--- src/rtl/shift_pkg.sv ---
// Shared definitions for the shift/rotate sequencer: op encodings, FSM state type, default widths.
package shift_pkg;

    localparam int WIDTH_DEF = 8;
    localparam int CNT_W_DEF = 3;

    localparam logic [1:0] OP_SHL = 2'b00;
    localparam logic [1:0] OP_SHR = 2'b01;
    localparam logic [1:0] OP_ROL = 2'b10;
    localparam logic [1:0] OP_ROR = 2'b11;

    typedef enum logic [1:0] {
        ST_IDLE  = 2'd0,
        ST_SHIFT = 2'd1,
        ST_DONE  = 2'd2
    } state_t;

endpackage

--- src/rtl/shift_seq_ctrl_if.sv ---
// Request/result handshake bundle for shift_seq_ctrl; out_z exists only with SHIFT_ZFLAG_EN.
interface shift_seq_ctrl_if #(
    parameter int WIDTH = 8,
    parameter int CNT_W = 3
);
    logic             in_valid;
    logic             in_ready;
    logic [WIDTH-1:0] in_data;
    logic [CNT_W-1:0] in_count;
    logic [1:0]       in_op;
    logic             out_valid;
    logic             out_ready;
    logic [WIDTH-1:0] out_result;
    logic             out_c;
    logic             busy;
`ifdef SHIFT_ZFLAG_EN
    logic             out_z;
`endif

    modport master (
        output in_valid, in_data, in_count, in_op, out_ready,
        input  in_ready, out_valid, out_result, out_c, busy
`ifdef SHIFT_ZFLAG_EN
        , input out_z
`endif
    );

    modport slave (
        input  in_valid, in_data, in_count, in_op, out_ready,
        output in_ready, out_valid, out_result, out_c, busy
`ifdef SHIFT_ZFLAG_EN
        , output out_z
`endif
    );
endinterface

--- src/rtl/shift_step.sv ---
// Combinational single-bit shift/rotate step; returns next data and the bit moved out or wrapped.
module shift_step
    import shift_pkg::*;
#(
    parameter int WIDTH = WIDTH_DEF
) (
    input  logic [WIDTH-1:0] data,
    input  logic [1:0]       op,
    output logic [WIDTH-1:0] data_next,
    output logic             c_next
);

    always_comb begin
        data_next = data;
        c_next    = 1'b0;
        case (op)
            OP_SHL: begin
                data_next = {data[WIDTH-2:0], 1'b0};
                c_next    = data[WIDTH-1];
            end
            OP_SHR: begin
                data_next = {1'b0, data[WIDTH-1:1]};
                c_next    = data[0];
            end
            OP_ROL: begin
                data_next = {data[WIDTH-2:0], data[WIDTH-1]};
                c_next    = data[WIDTH-1];
            end
            default: begin
                data_next = {data[0], data[WIDTH-1:1]};
                c_next    = data[0];
            end
        endcase
    end

endmodule

--- src/rtl/shift_seq_ctrl.sv ---
// Multi-cycle shift/rotate sequencer: one bit position per clock, result plus carry on a valid/ready port.
// Optional zero flag output enabled by defining SHIFT_ZFLAG_EN.
module shift_seq_ctrl
    import shift_pkg::*;
#(
    parameter int WIDTH = WIDTH_DEF,
    parameter int CNT_W = CNT_W_DEF
) (
    input  logic           clk,
    input  logic           rst,
    shift_seq_ctrl_if.slave bus
);

    state_t           state, state_nxt;
    logic [CNT_W-1:0] cnt_r;
    logic [WIDTH-1:0] data_r;
    logic [1:0]       op_r;
    logic             c_r;
    logic [WIDTH-1:0] step_data;
    logic             step_c;
    logic             in_ready_c;
    logic             out_valid_c;
    logic             busy_c;
    logic             accept;

    shift_step #(.WIDTH(WIDTH)) u_step (
        .data      (data_r),
        .op        (op_r),
        .data_next (step_data),
        .c_next    (step_c)
    );

    always_ff @(posedge clk or posedge rst) begin
        if (rst) state <= ST_IDLE;
        else     state <= state_nxt;
    end

    always_comb begin
        state_nxt   = state;
        in_ready_c  = 1'b0;
        out_valid_c = 1'b0;
        busy_c      = 1'b1;
        case (state)
            ST_IDLE: begin
                in_ready_c = 1'b1;
                busy_c     = 1'b0;
                if (bus.in_valid)
                    state_nxt = (bus.in_count != '0) ? ST_SHIFT : ST_DONE;
            end
            ST_SHIFT: begin
                if (cnt_r == CNT_W'(1)) state_nxt = ST_DONE;
            end
            ST_DONE: begin
                out_valid_c = 1'b1;
                if (bus.out_ready) state_nxt = ST_IDLE;
            end
            default: state_nxt = ST_IDLE;
        endcase
    end

    assign accept = in_ready_c & bus.in_valid;

    // Working register doubles as the result; it keeps the last result through IDLE.
    always_ff @(posedge clk or posedge rst) begin
        if (rst) begin
            data_r <= '0;
            op_r   <= OP_SHL;
            cnt_r  <= '0;
            c_r    <= 1'b0;
        end else if (accept) begin
            data_r <= bus.in_data;
            op_r   <= bus.in_op;
            cnt_r  <= bus.in_count;
            c_r    <= 1'b0;
        end else if (state == ST_SHIFT) begin
            data_r <= step_data;
            c_r    <= step_c;
            cnt_r  <= cnt_r - CNT_W'(1);
        end
    end

`ifdef SHIFT_ZFLAG_EN
    logic z_r;
    always_ff @(posedge clk or posedge rst) begin
        if (rst)                    z_r <= 1'b0;
        else if (accept)            z_r <= (bus.in_data == '0);
        else if (state == ST_SHIFT) z_r <= (step_data == '0);
    end
    assign bus.out_z = z_r;
`endif

    assign bus.in_ready   = in_ready_c;
    assign bus.out_valid  = out_valid_c;
    assign bus.busy       = busy_c;
    assign bus.out_result = data_r;
    assign bus.out_c      = c_r;

endmodule

--- src/flat_wrapper.sv ---
// flat-port wrapper written by rule: the top's interface ports become plain ports
module shift_seq_ctrl_flat import shift_pkg::*;
#(
    parameter int WIDTH = WIDTH_DEF,
    parameter int CNT_W = CNT_W_DEF
)
  (clk, rst, bus_in_valid, bus_in_data, bus_in_count, bus_in_op, bus_out_ready, bus_in_ready, bus_out_valid, bus_out_result, bus_out_c, bus_busy);
  shift_seq_ctrl_if #(.WIDTH(WIDTH), .CNT_W(CNT_W)) bus_i ();
  input  logic clk;
  input  logic rst;
  input wire logic [$bits(bus_i.in_valid)-1:0] bus_in_valid;
  input wire logic [$bits(bus_i.in_data)-1:0] bus_in_data;
  input wire logic [$bits(bus_i.in_count)-1:0] bus_in_count;
  input wire logic [$bits(bus_i.in_op)-1:0] bus_in_op;
  input wire logic [$bits(bus_i.out_ready)-1:0] bus_out_ready;
  output wire logic [$bits(bus_i.in_ready)-1:0] bus_in_ready;
  output wire logic [$bits(bus_i.out_valid)-1:0] bus_out_valid;
  output wire logic [$bits(bus_i.out_result)-1:0] bus_out_result;
  output wire logic [$bits(bus_i.out_c)-1:0] bus_out_c;
  output wire logic [$bits(bus_i.busy)-1:0] bus_busy;
  assign bus_i.in_valid = bus_in_valid;
  assign bus_i.in_data = bus_in_data;
  assign bus_i.in_count = bus_in_count;
  assign bus_i.in_op = bus_in_op;
  assign bus_i.out_ready = bus_out_ready;
  assign bus_in_ready = bus_i.in_ready;
  assign bus_out_valid = bus_i.out_valid;
  assign bus_out_result = bus_i.out_result;
  assign bus_out_c = bus_i.out_c;
  assign bus_busy = bus_i.busy;
  shift_seq_ctrl #(.WIDTH(WIDTH), .CNT_W(CNT_W)) u_core (.clk(clk), .rst(rst), .bus(bus_i));
endmodule
--- config.mk ---
export PLATFORM = sky130hd
export DESIGN_NAME = shift_seq_ctrl_flat
export DESIGN_NICKNAME = d
export VERILOG_FILES = /design/src/rtl/shift_pkg.sv /design/src/rtl/shift_seq_ctrl_if.sv /design/src/rtl/shift_step.sv /design/src/rtl/shift_seq_ctrl.sv /design/src/flat_wrapper.sv
export SDC_FILE = /design/constraint.sdc
export NUM_CORES = 1
export LEC_CHECK = 0
export BUFFER_PORTS_ARGS = -buffer_cell sky130_fd_sc_hd__buf_2
export CORE_MARGIN = 2
export CORE_UTILIZATION = 53
export DETAILED_ROUTE_END_ITERATION = 10
export GPL_TIMING_DRIVEN = 0
export PLACE_DENSITY = 0.81
export SETUP_SLACK_MARGIN = 0.5
export SLEW_MARGIN = 20
export SYNTH_ARGS = -nofsm -noshare
export SYNTH_HDL_FRONTEND = slang
export SYNTH_SLANG_ARGS = --single-unit
--- constraint.sdc ---
create_clock -name clk -period 1.65 [get_ports clk]
set_input_delay 0.2475 -clock clk [delete_from_list [all_inputs] [get_ports clk]]
set_output_delay 0.2475 -clock clk [all_outputs]
set_load 0.1 [all_outputs]
==> results of run 1 <==
what timing repair did:
| item | CTS |
|---|---|
| gates resized for setup | 69 |
| buffers inserted | 18 |
| endpoints found under the setup margin | 22 |
| cloned | 1 |
| pin swaps | 3 |
cell families after synthesis:
| logic type | after synthesis | synth area share [%] |
|---|---|---|
| compound gates | 39 | 26.6 |
| simple gates | 16 | 10.1 |
| flops | 16 | 42.5 |
| buf+inv | 14 | 7.57 |
| mux | 9 | 10.6 |
| fa+ha+maj | 2 | 2.66 |
through the flow:
stage,setup WS (ns),cells
after global placement,0.292,149
after CTS,0.183,172
after detailed placement,0.284,149
after floorplan,-0.191,96
synthesized netlist by cell type (all sizes together):
master	count	area share (%)
o22ai	17	11
dfrtp	16	42
a21oi	10	5.3
inv	8	3.2
mux2	8	9.6
buf	6	4.4
nor2	5	2.8
nand2b	3	2.0
nor2b	3	2.0
o21ai	3	1.6
a211oi	2	1.6
ha	2	2.7
a21boi	1	0.80
a21o	1	0.80
a221oi	1	0.93
a22oi	1	0.80
a311oi	1	1.6
a32oi	1	0.93
and2b	1	0.80
mux2i	1	1.1
nand2	1	0.40
nand3	1	0.53
nand4b	1	0.93
o311ai	1	0.93
or3	1	0.66
==> metrics.md, run 1 <==
| Metric | Value |
|---|---|
| Clk root buf | clkbuf_4 |
| Row count | 15 |
| H-Tree Depth | 1 |
| Hold Buf Count CTS | 0 |
| CTS buffer count | 3 |
| Syn_nets | 115 |
| Placed inst area | about 1200 sq um |
| Die height | 46.2 um |
| Synth Instances | 96 |
| Die X-Extent | ~46 um |
| Mapped cell area | 942 sq um |
| Ports | 29 |
| GP Congestion | 0.735 |
| Error message | [ERROR DPL-0038] Utilization greater than 100%, impossible to legalize |
| CTS Sinks | 16 |
| Worst endpoint type | primary output |
| Starting Density | between 50% and 60% |
| Max clock buf depth | 2 |
| Syn_area_per_cell | between 9 and 10 sq um |
| Failing step | 5_1_grt |
| Seq cells post-synth | 16 |
| Status | stopped before the end |
| DP HPWL | around 1700 um |
| GRT repair_timing worst endpoint | bus_out_valid |
| Post-synth cell types | 28 |
| Yosys warning count | 0 |
| Seq/Total Area, Yosys | 42.5% |
| I/O Buffers | 28 |
| Largest net degree at the start of global routing | 17 |
==> inputs of run 2 (changes only) <==
--- a/config.mk
+++ b/config.mk
@@ -6,12 +6,11 @@
 export NUM_CORES = 1
 export LEC_CHECK = 0
 export BUFFER_PORTS_ARGS = -buffer_cell sky130_fd_sc_hd__buf_2
-export CORE_MARGIN = 2
-export CORE_UTILIZATION = 53
+export CORE_AREA = 2 2 63 65
 export DETAILED_ROUTE_END_ITERATION = 10
+export DIE_AREA = 0 0 65 67
 export GPL_TIMING_DRIVEN = 0
-export PLACE_DENSITY = 0.81
-export SETUP_SLACK_MARGIN = 0.5
+export PLACE_DENSITY_LB_ADDON = 0.15
 export SLEW_MARGIN = 20
 export SYNTH_ARGS = -nofsm -noshare
 export SYNTH_HDL_FRONTEND = slang
==> run 2 against run 1 <==
Compared with the run above: the flow now finishes without violations; area after synthesis did not move; synthesized cell count is the same.
==> metrics.md, run 2 <==
| Metric | Value |
|---|---|
| Worst slew pin tran | about 0.66 ns |
| H-Tree Depth | 1 (unchanged) |
| Final period utilization | 93.9% |
| CTS tree | yes |
| Final instance area | roughly 1200 sq um |
| Largest net degree at the start of global routing | 17 |
| Class of the most critical setup path | flop to output pin |
| Area contributors post-synth | dfrtp_1, o22ai_1, mux2_2 (unchanged) |
| Antenna viol nets, final | 0 |
| Top-count cell post-synth | o22ai_1 (unchanged) |
| Min Tclk post-route | about 1.5 ns |
| Worst flop-to-flop path startpoint | u_core.state[1]$_DFFE_PP0P_ |
| Yosys top cell by area | dfrtp_1 (unchanged) |
| Grt ovf | 0 |
| P&R area growth vs syn | 27.9% |
| Synth Area in Adders | 2.66% (unchanged) |
| Initial antenna violation count | 0 |
| Max reg flops | 8 |
| Die X-Extent | 65 um (was 46.2 um) |
| Max Slew Vio Count | 0 |
| Simple-gate share of the synthesized area | 10.1% (unchanged) |
| Multiplexer share of the synthesized area | 10.6% (unchanged) |
| RSZ-0062 raised after global routing | no |
| GP Congestion | 0.735 (about the same) |
| Die area | 4360 sq um |
| Startpoint Class | flop |
| Yosys top cell area share | 42.5% (unchanged) |
| Most common cell after layout, fill and taps aside | buf_2 |
| Ports | 29 (unchanged) |
| Reg2reg end | u_core.op_r[1]$_DFFE_PP0P_ |
| Fmax | approximately 0.65 GHz |
| Post-synth top cells | o22ai_1, dfrtp_1, a21oi_1 (unchanged) |
| Seq/Total Area, Yosys | 42.5% (unchanged) |
| Nets | 148 |
| Status | finished, final reports clean (was stopped before the end) |
| Most frequent cells in the layout | buf_2, o22ai_1, dfrtp_1 |
| Final hold vios | 0 |
| Synth Area in Compound Gates | 26.6% (unchanged) |
| 1st-pass router iterations | 4 |
| Final setup fails | 0 |
| Fraction of registers with async set/reset | 100% (unchanged) |
| Post-synth top flop | dfrtp_1 (unchanged) |
| Gr usage total | approximately an eighth |
| DR WL/cell | ~14 um |
| Worst-path maximum fanout | 10 |
| Vias per cell | about 4.9 |
| Slew HR | 55.9% |
| CTS Sinks | 16 (unchanged) |
| Mapped cell area | 942 sq um (unchanged) |
| Worst EP required | ~1.4 ns |
| Global-route wire length before repair | slightly above 4000 um |
| DR DRC count | 0 |
| Fill cell count | 397 |
| FF-to-FF path depth | 4 |
| Clk root buf | clkbuf_8 (was clkbuf_4) |
| Vias | 858 |
| Starting Density | 26.1% (was 55.2%) |
| Clock latency on the worst-skew pair | roughly 0.25 ns |
| Reg-to-reg setup timing slack | around 0.41 ns |
| DP HPWL | 1860 um (was 1660 um) |
| Worst Path Arrival | approximately 1.3 ns |
| Antenna diode count | 0 |
| Yosys warning count | 0 (unchanged) |
| # Max-Cap Violations | 0 |
| Xor and xnor area share after synthesis | 0% (unchanged) |
| Row count | 22 (was 15) |
| Max clock buf depth | 2 (unchanged) |
| Syn_area_per_cell | 9.81 sq um (unchanged) |
| Syn_nets | 115 (unchanged) |
| CTS clock-pin slew for the worst setup and hold paths | 0.07 ns |
| Worst Setup End Kind | output pin |
| I/O Buffers | 28 (unchanged) |
| Total Wirelength | around 2500 um |
| Core Region | between 3000 and 4000 sq um |
| Largest family of logic cells by synthesized area | compound AO/OA/AOI/OAI gates (unchanged) |
| Share of layout cells above drive strength 1 | ~38% |
| Placed inst area | 1140 sq um (was 1170 sq um) |
| CTS buffer count | 3 (unchanged) |
| Vias in the first global route | 840 |
| Max Clock Skew | 0.00287 ns |
| Hold Buf Count CTS | 0 (unchanged) |
| Post-synth cell types | 28 (unchanged) |
| Die height | 67 um (was 46.2 um) |
| 1st-iter DRT viols | 25 |
| Post-synth EDFFs | 0 (unchanged) |
| Seq cells post-synth | 16 (unchanged) |
| Synth Instances | 96 (unchanged) |
| Hold Crit Class | primary input to async pin |
==> run 2: critical path, cell delays in order, from the launching register on <==
cell	delay, ns
dfrtp_1	0.36
buf_2	0.23
and2b_1	0.18
buf_4	0.29
==> run 2: area by class of cell <==
cell class / count / area [sq um] / share of cell area, %
Multi-Input combinational cell: 66 / 470 / 39.0
Sequential cell: 16 / 400 / 33.2
Timing Repair Buffer: 28 / 148 / 12.3
Tap cell: 48 / 60.1 / 4.98
Clock buffer: 4 / 55.1 / 4.57
Buffer: 6 / 41.3 / 3.43
Inverter: 8 / 30.0 / 2.49
==> run 2: worst max path at each step <==
| stage | slack, ns | to | from |
|---|---|---|---|
| detailed placement | 0.25 | bus_out_valid | u_core.state[1]$_DFFE_PP0P_ |
| global route | 0.02 | bus_out_valid | u_core.state[1]$_DFFE_PP0P_ |
| global placement | 0.24 | bus_out_valid | u_core.state[1]$_DFFE_PP0P_ |
| floorplan | -0.20 | bus_busy | u_core.state[1]$_DFFE_PP0P_ |
| finish | 0.10 | bus_out_valid | u_core.state[1]$_DFFE_PP0P_ |
| CTS | 0.03 | bus_in_ready | u_core.state[1]$_DFFE_PP0P_ |
==> run 2: routing by layer <==
layer	GRT usage, %	part of all wire [%]	vias to the layer above
li1	-	-	422
met1	17.0	46	418
met2	20.6	49	16
met3	2.20	3.5	2
met4	3.99	1.1	0
met5	0	0	-
==> run 2: what timing repair did <==
item | 4_1_cts | 5_1_grt
setup buffers | 0 | 0
gates resized for setup | 1 | 2
endpoints found under the setup margin | 1 | 2
==> run 2: stage by stage <==
step / std cells / util (%) / setup slack, ns / TNS (ns) / hold slack (ns)
after detailed placement: 172 / 31.7 / 0.246 / 0 / 0.383
after global routing: 176 / 33.4 / 0.0181 / 0 / 0.152
after global placement: 172 / 31.7 / 0.244 / 0 / 0.370
after CTS: 176 / 33.3 / 0.0303 / 0 / 0.109
after floorplan: 96 / - / -0.204 / -0.204 / 0.161
final: 176 / 33.4 / 0.101 / 0 / 0.0825
==> run 2: cells by family (layout without fill, tap and decap cells) <==
family,after synthesis,count (layout)
AO/OA/AOI/OAI,39,39
buffers and inverters,14,46
adder cells (fa/ha/maj),2,2
AND/OR/NAND/NOR,16,16
multiplexers,9,9
flip-flops,16,16
Power of run 2 is left out: the tool's default activity adds up to more than one toggle a clock period on the data nets, which glitch-free logic cannot reach.
==> inputs of run 3 (changes only) <==
--- a/config.mk
+++ b/config.mk
@@ -10,7 +10,9 @@
 export DETAILED_ROUTE_END_ITERATION = 10
 export DIE_AREA = 0 0 65 67
 export GPL_TIMING_DRIVEN = 0
+export HOLD_SLACK_MARGIN = 0.02
 export PLACE_DENSITY_LB_ADDON = 0.15
+export REMOVE_ABC_BUFFERS = 1
 export SLEW_MARGIN = 20
 export SYNTH_ARGS = -nofsm -noshare
 export SYNTH_HDL_FRONTEND = slang
==> run 3 against run 2 <==
Compared with the run above: critical path depth shrank 1; cell area decreased by 4.7%; clock-buffer cell count shrank 1; first-iteration DRC count rose by 110%; sequential cell count is the same; sequential share of layout area increased by 1.7 points; register-to-register slack worse by 0.17 ns; via count fell by 0.93%; die area did not move; clock skew about the same; routed wire length grew 0.97%; non-clock buffer count down 6; critical path type unchanged; highest routed layer unchanged.
==> metrics.md, run 3 (synthesis results as in run 2) <==
| Metric | Value |
|---|---|
| Most frequent cells in the layout | buf_2, o22ai_1, dfrtp_1 (unchanged) |
| Max Clock Skew | 0.00299 ns (was 0.00287 ns) |
| Antenna diode count | 0 (unchanged) |
| Die height | 67 um (unchanged) |
| Resize count post-CTS | 1 (unchanged) |
| Hold Crit Class | primary input to async pin (unchanged) |
| Final setup fails | 0 (unchanged) |
| Antenna viol nets, final | 0 (unchanged) |
| Share of layout cells above drive strength 1 | 35.5% (was 37.5%) |
| Nets | 142 (was 148) |
| CTS Sinks | 16 (unchanged) |
| Worst-path maximum fanout | 7 (was 10) |
| Worst slew pin tran | 0.638 ns (was 0.661 ns) |
| Global-route wire length before repair | 3880 um (was 4150 um) |
| GP Congestion | 0.752 (was 0.735) |
| FF/Latch Area | 402 sq um (was 400 sq um) |
| Hold slack | 0.0725 ns (was 0.0825 ns) |
| Vias in the first global route | 821 (was 840) |
| P&R area growth vs syn | 21.9% (was 27.9%) |
| DR DRC count | 0 (unchanged) |
| Startpoint Class | flop (unchanged) |
| Final period utilization | 94.4% (was 93.9%) |
| Core Region | 3610 sq um (unchanged) |
| H-Tree Depth | 1 (unchanged) |
| Max reg flops | 8 (unchanged) |
| Ports | 29 (unchanged) |
| Multi-input gate area | 473 sq um (was 470 sq um) |
| Die area | 4360 sq um (unchanged) |
| DR WL/cell | 14.8 um (was 14.1 um) |
| Util after Layout | 31.9% (was 33.4%) |
| Worst Setup End Kind | output pin (unchanged) |
| Final hold vios | 0 (unchanged) |
| Most common cell after layout, fill and taps aside | buf_2 (unchanged) |
| Initial antenna violation count | 0 (unchanged) |
| CTS buffer count | 3 (unchanged) |
| Min Tclk post-route | 1.56 ns (was 1.55 ns) |
| Largest net degree at the start of global routing | 17 (unchanged) |
| I/O Buffers | 28 (unchanged) |
| Vias per cell | 5.03 (was 4.88) |
| CTS clock-pin slew for the worst setup and hold paths | 0.07 ns (about the same) |
| Vias | 850 (was 858) |
| Worst setup path startpoint | u_core.state[0]$_DFFE_PP0P_ (was u_core.state[1]$_DFFE_PP0P_) |
| Total Wirelength | 2500 um (was 2470 um) |
| Final instance area | 1150 sq um (was 1200 sq um) |
| Placed inst area | 1100 sq um (was 1140 sq um) |
| Die X-Extent | 65 um (unchanged) |
| Starting Density | 26.1% (unchanged) |
| Fmax | 0.642 GHz (was 0.645 GHz) |
| Clock latency on the worst-skew pair | 0.25 ns (about the same) |
| DP HPWL | 1710 um (was 1860 um) |
| Status | finished, final reports clean (unchanged) |
| Row count | 22 (unchanged) |
| RSZ-0062 raised after global routing | no (unchanged) |
| Max Slew Vio Count | 0 (unchanged) |
| CTS tree | yes (unchanged) |
| Fill cell count | 389 (was 397) |
| Worst EP required | 1.40 ns (about the same) |
| Worst Path Arrival | 1.31 ns (was 1.30 ns) |
| Worst flop-to-flop path startpoint | u_core.state[1]$_DFFE_PP0P_ (unchanged) |
| Clk root buf | clkbuf_8 (unchanged) |
| Gr usage total | 12.0% (was 12.7%) |
| Slew HR | 57.4% (was 55.9%) |
| # Max-Cap Violations | 0 (unchanged) |
| 1st-pass router iterations | 4 (unchanged) |
| Setup TNS | 0 ns (unchanged) |
| Hold Buf Count CTS | 0 (unchanged) |
| Postcts setup bufs | 0 (unchanged) |
| 1st-iter DRT viols | 53 (was 25) |
| Grt ovf | 0 (unchanged) |
| Max clock buf depth | 2 (unchanged) |
| Class of the most critical setup path | flop to output pin (unchanged) |
[run 3: cell types whose count changed in the layout (fill, tap and decap cells not counted)]
cell / change
buf_2: -1
buf_4: -2
buf_6: -1
clkbuf_4: -2
clkbuf_8: -1
dfrtp_1: -1
dfrtp_2: +1
nand2b_1: -1
nand2b_2: +1
[run 3: layer usage]
metal	vias to the layer above	GRT usage, %	share of wire [%]
met1	415	16.2	47
met4	0	7.18	1.6
li1	411	-	-
met5	-	0	0
met2	20	17.7	47
met3	4	2.36	4.3
[run 3: final timing paths]
check	end	slack, ns	cells past startpoint
worst max-delay path	bus_in_ready	0.09	2
worst min-delay path	u_core.bus.out_result[0]$_DFFE_PP0P_	0.07	2
worst max register to register	u_core.bus.out_result[0]$_DFFE_PP0P_	0.24	3
worst min register to register	u_core.bus.out_c$_DFFE_PP0P_	0.52	2
max in group asynchronous	u_core.state[1]$_DFFE_PP0P_	1.13	2
min in group clk	u_core.op_r[0]$_DFFE_PP0P_	0.23	2
[run 3: area by class of cell]
type / instances / share of cell area [%]
Multi-Input combinational cell: 66 / 41.2
Tap cell: 48 / 5.23
Timing Repair Buffer: 28 / 12.4
Sequential cell: 16 / 35.0
Clock buffer: 3 / 3.59
Inverter: 8 / 2.61
[run 3: critical path, cell delays in order, from the launching register on]
cell and delay [ns]:
dfrtp_1 0.47, nor2_4 0.16, buf_2 0.43
[run 3: through the flow]
step,setup slack [ns],cells
floorplan,-0.169,90
global placement,0.0706,166
detailed placement,0.0542,166
CTS,0.00707,169
global route,0.0286,169
finish,0.0927,169
Power of run 3 is left out for the same reason.
==> inputs of run 4 (changes only) <==
--- a/config.mk
+++ b/config.mk
@@ -5,6 +5,7 @@
 export SDC_FILE = /design/constraint.sdc
 export NUM_CORES = 1
 export LEC_CHECK = 0
+export ABC_AREA = 1
 export BUFFER_PORTS_ARGS = -buffer_cell sky130_fd_sc_hd__buf_2
 export CORE_AREA = 2 2 63 65
 export DETAILED_ROUTE_END_ITERATION = 10
==> run 4 against run 3 <==
Compared with the run above: cell area is 6.4% higher; setup slack better by 0.014 ns; sequential share of layout area is 2.2 points lower; hold slack better by 0.0091 ns; die area stayed put; fmax is 0.90% higher; utilization is 2.0 points higher; clock-buffer cell count is 1 higher; register-to-register slack hardly changed; critical path type unchanged; largest cell class unchanged.
==> metrics.md, run 4 <==
| Metric | Value |
|---|---|
| Status | finished, final reports clean (unchanged) |
| Antenna viol nets, final | 0 (unchanged) |
| Class of the most critical setup path | flop to output pin (unchanged) |
| Layout Cells excl Fill | 220 (was 169) |
| DP HPWL | 1780 um (was 1710 um) |
| Initial antenna violation count | 0 (unchanged) |
| Post-Place Cells | 214 (was 166) |
| Yosys warning count | 0 (unchanged) |
| Hold Buf Count CTS | 0 (unchanged) |
| Max reg flops | 8 (unchanged) |
| Final hold vios | 0 (unchanged) |
| DR DRC count | 0 (unchanged) |
| Clock latency on the worst-skew pair | 0.26 ns (was 0.25 ns) |
| Core Region | 3610 sq um (unchanged) |
| Vias | 977 (was 850) |
| Final period utilization | 93.5% (was 94.4%) |
| P&R area growth vs syn | 26.2% (was 21.9%) |
| Antenna diode count | 0 (unchanged) |
| Grt ovf | 0 (unchanged) |
| Yosys top cell by area | dfrtp_1 (unchanged) |
| Worst Setup End Kind | output pin (unchanged) |
| Final setup fails | 0 (unchanged) |
| Final WS setup | 0.107 ns (was 0.0927 ns) |
| Worst Path Arrival | 1.30 ns (was 1.31 ns) |
| H-Tree Depth | 1 (unchanged) |
| Mapped cell area | 968 sq um (was 942 sq um) |
| Fmax | 0.648 GHz (was 0.642 GHz) |
| Slew HR | 54.6% (was 57.4%) |
| Yosys top cell area share | 41.3% (was 42.5%) |
| Worst slew pin tran | 0.681 ns (was 0.638 ns) |
| FF-to-FF path depth | 4 (was 3) |
| Gr usage total | 13.1% (was 12.0%) |
| # Max-Cap Violations | 0 (unchanged) |
| Global-route wire length before repair | 4320 um (was 3880 um) |
| Nets | 192 (was 142) |
| Top-count cell post-synth | nand2_1 (was o22ai_1) |
| Share of layout cells above drive strength 1 | 22.7% (was 35.5%) |
| 1st-pass router iterations | 4 (unchanged) |
| Ports | 29 (unchanged) |
| CTS Sinks | 16 (unchanged) |
| Post-synth top flop | dfrtp_1 (unchanged) |
| RSZ-0062 raised after global routing | no (unchanged) |
| Total Wirelength | 2580 um (was 2500 um) |
| Min Tclk post-route | 1.54 ns (was 1.56 ns) |
| Largest net degree at the start of global routing | 17 (unchanged) |
| Syn_area_per_cell | 6.82 sq um (was 9.81 sq um) |
| Vias in the first global route | 947 (was 821) |
| Worst-path maximum fanout | 6 (was 7) |
| Area contributors post-synth | dfrtp_1, nand2_1, nand3_1 (was dfrtp_1, o22ai_1, mux2_2) |
| Synth Instances | 142 (was 96) |
| CTS clock-pin slew for the worst setup and hold paths | 0.07 ns (about the same) |
| CTS buffer count | 3 (unchanged) |
| Max clock buf depth | 2 (unchanged) |
| CTS tree | yes (unchanged) |
| Hold slack | 0.0817 ns (was 0.0725 ns) |
| Max Slew Vio Count | 0 (unchanged) |
| Seq cells post-synth | 16 (unchanged) |
| Post-synth cell types | 20 (was 28) |
| Startpoint Class | flop (unchanged) |
| Reg-to-reg setup timing slack | 0.23 ns (was 0.24 ns) |
| 1st-iter DRT viols | 26 (was 53) |
| I/O Buffers | 28 (unchanged) |
| Die X-Extent | 65 um (unchanged) |
| Row count | 22 (unchanged) |
| Most common cell after layout, fill and taps aside | nand2_1 (was buf_2) |
| Die height | 67 um (unchanged) |
| Post-synth EDFFs | 0 (unchanged) |
| Die area | 4360 sq um (unchanged) |
| Seq/Total Area, Yosys | 41.3% (was 42.5%) |
| Util after Layout | 33.9% (was 31.9%) |
| Vias per cell | 4.44 (was 5.03) |
| Post-synth top cells | nand2_1, dfrtp_1, nand3_1 (was o22ai_1, dfrtp_1, a21oi_1) |
| Max Clock Skew | 0.00720 ns (was 0.00299 ns) |
| Clk root buf | clkbuf_8 (unchanged) |
| Pre-CTS setup slack | 0.00265 ns (was 0.0542 ns) |
| Fraction of registers with async set/reset | 100% (unchanged) |
| GP Congestion | 0.758 (was 0.752) |
| DR WL/cell | 11.7 um (was 14.8 um) |
| Starting Density | 26.9% (was 26.1%) |
| Fill cell count | 400 (was 389) |
| Most frequent cells in the layout | nand2_1, buf_2, nand3_1, dfrtp_1, inv_1 (was buf_2, o22ai_1, dfrtp_1) |
| Hold Crit Class | primary input to async pin (unchanged) |
| Worst EP required | 1.40 ns (about the same) |
==> run 4: cell types whose count changed after synthesis, sizes merged, moves of 2 or more <==
cell | before | now
nand2b | 3 | 0
a211oi | 2 | 0
nand3b | 0 | 2
mux2 | 8 | 0
nand3 | 1 | 16
nand2 | 1 | 75
o211ai | 0 | 2
nor2b | 3 | 0
o22ai | 17 | 1
inv | 8 | 13
buf | 6 | 4
a21oi | 10 | 1
==> run 4: worst paths after layout <==
check | end | from
min reg2reg | u_core.bus.out_c$_DFFE_PP0P_ | u_core.bus.out_c$_DFFE_PP0P_
max | bus_busy | u_core.state[0]$_DFFE_PP0P_
min in group clk | u_core.op_r[1]$_DFFE_PP0P_ | bus_in_op[1]
min | u_core.op_r[0]$_DFFE_PP0P_ | rst
max in group asynchronous | u_core.state[0]$_DFFE_PP0P_ | rst
max reg2reg | u_core.bus.out_result[7]$_DFFE_PP0P_ | u_core.state[0]$_DFFE_PP0P_
==> run 4: repair_timing <==
action / 4_1_cts / 5_1_grt
cloned: 0 / 0
gates resized for setup: 1 / 2
setup buffers: 2 / 0
pin swaps: 1 / 0
setup endpoints to repair: 3 / 8
==> run 4: critical path: stages (launching register included) <==
cell and delay (ns):
dfrtp_1 0.51, nor2_4 0.08, inv_1 0.05, buf_2 0.41
==> run 4: cells by family after synthesis <==
group           share of synthesized area (%)
compound gates                           4.91
xor+xnor                                0.905
fa+ha+maj                                2.58
buf+inv                                  8.01
flops                                    41.3
simple gates                             42.2
==> run 4: metal layers <==
metal	part of all wire (%)	track usage, %	vias to the layer above
met4	0.74	3.19	0
li1	-	-	501
met1	46	15.9	456
met2	48	22.6	18
met3	5.1	3.89	2
met5	0	0	-
==> run 4: area by class of cell <==
type	instances	area, sq um	share of cell area [%]
clock buffers	4	55.1	4.50
inverters	13	48.8	3.99
multi-input cells	109	498	40.7
flip-flops and latches	16	400	32.8
well taps	48	60.1	4.91
repair buffers	30	160	13.1
==> run 4: metrics by stage <==
stage / cell area (sq um) / setup TNS [ns]
after floorplan: 940 / -1.08
after global placement: 1140 / -0.0749
after detailed placement: 1140 / 0
after CTS: 1210 / 0
after global routing: 1220 / 0
final: 1220 / 0
Power of run 4 is left out for the same reason.
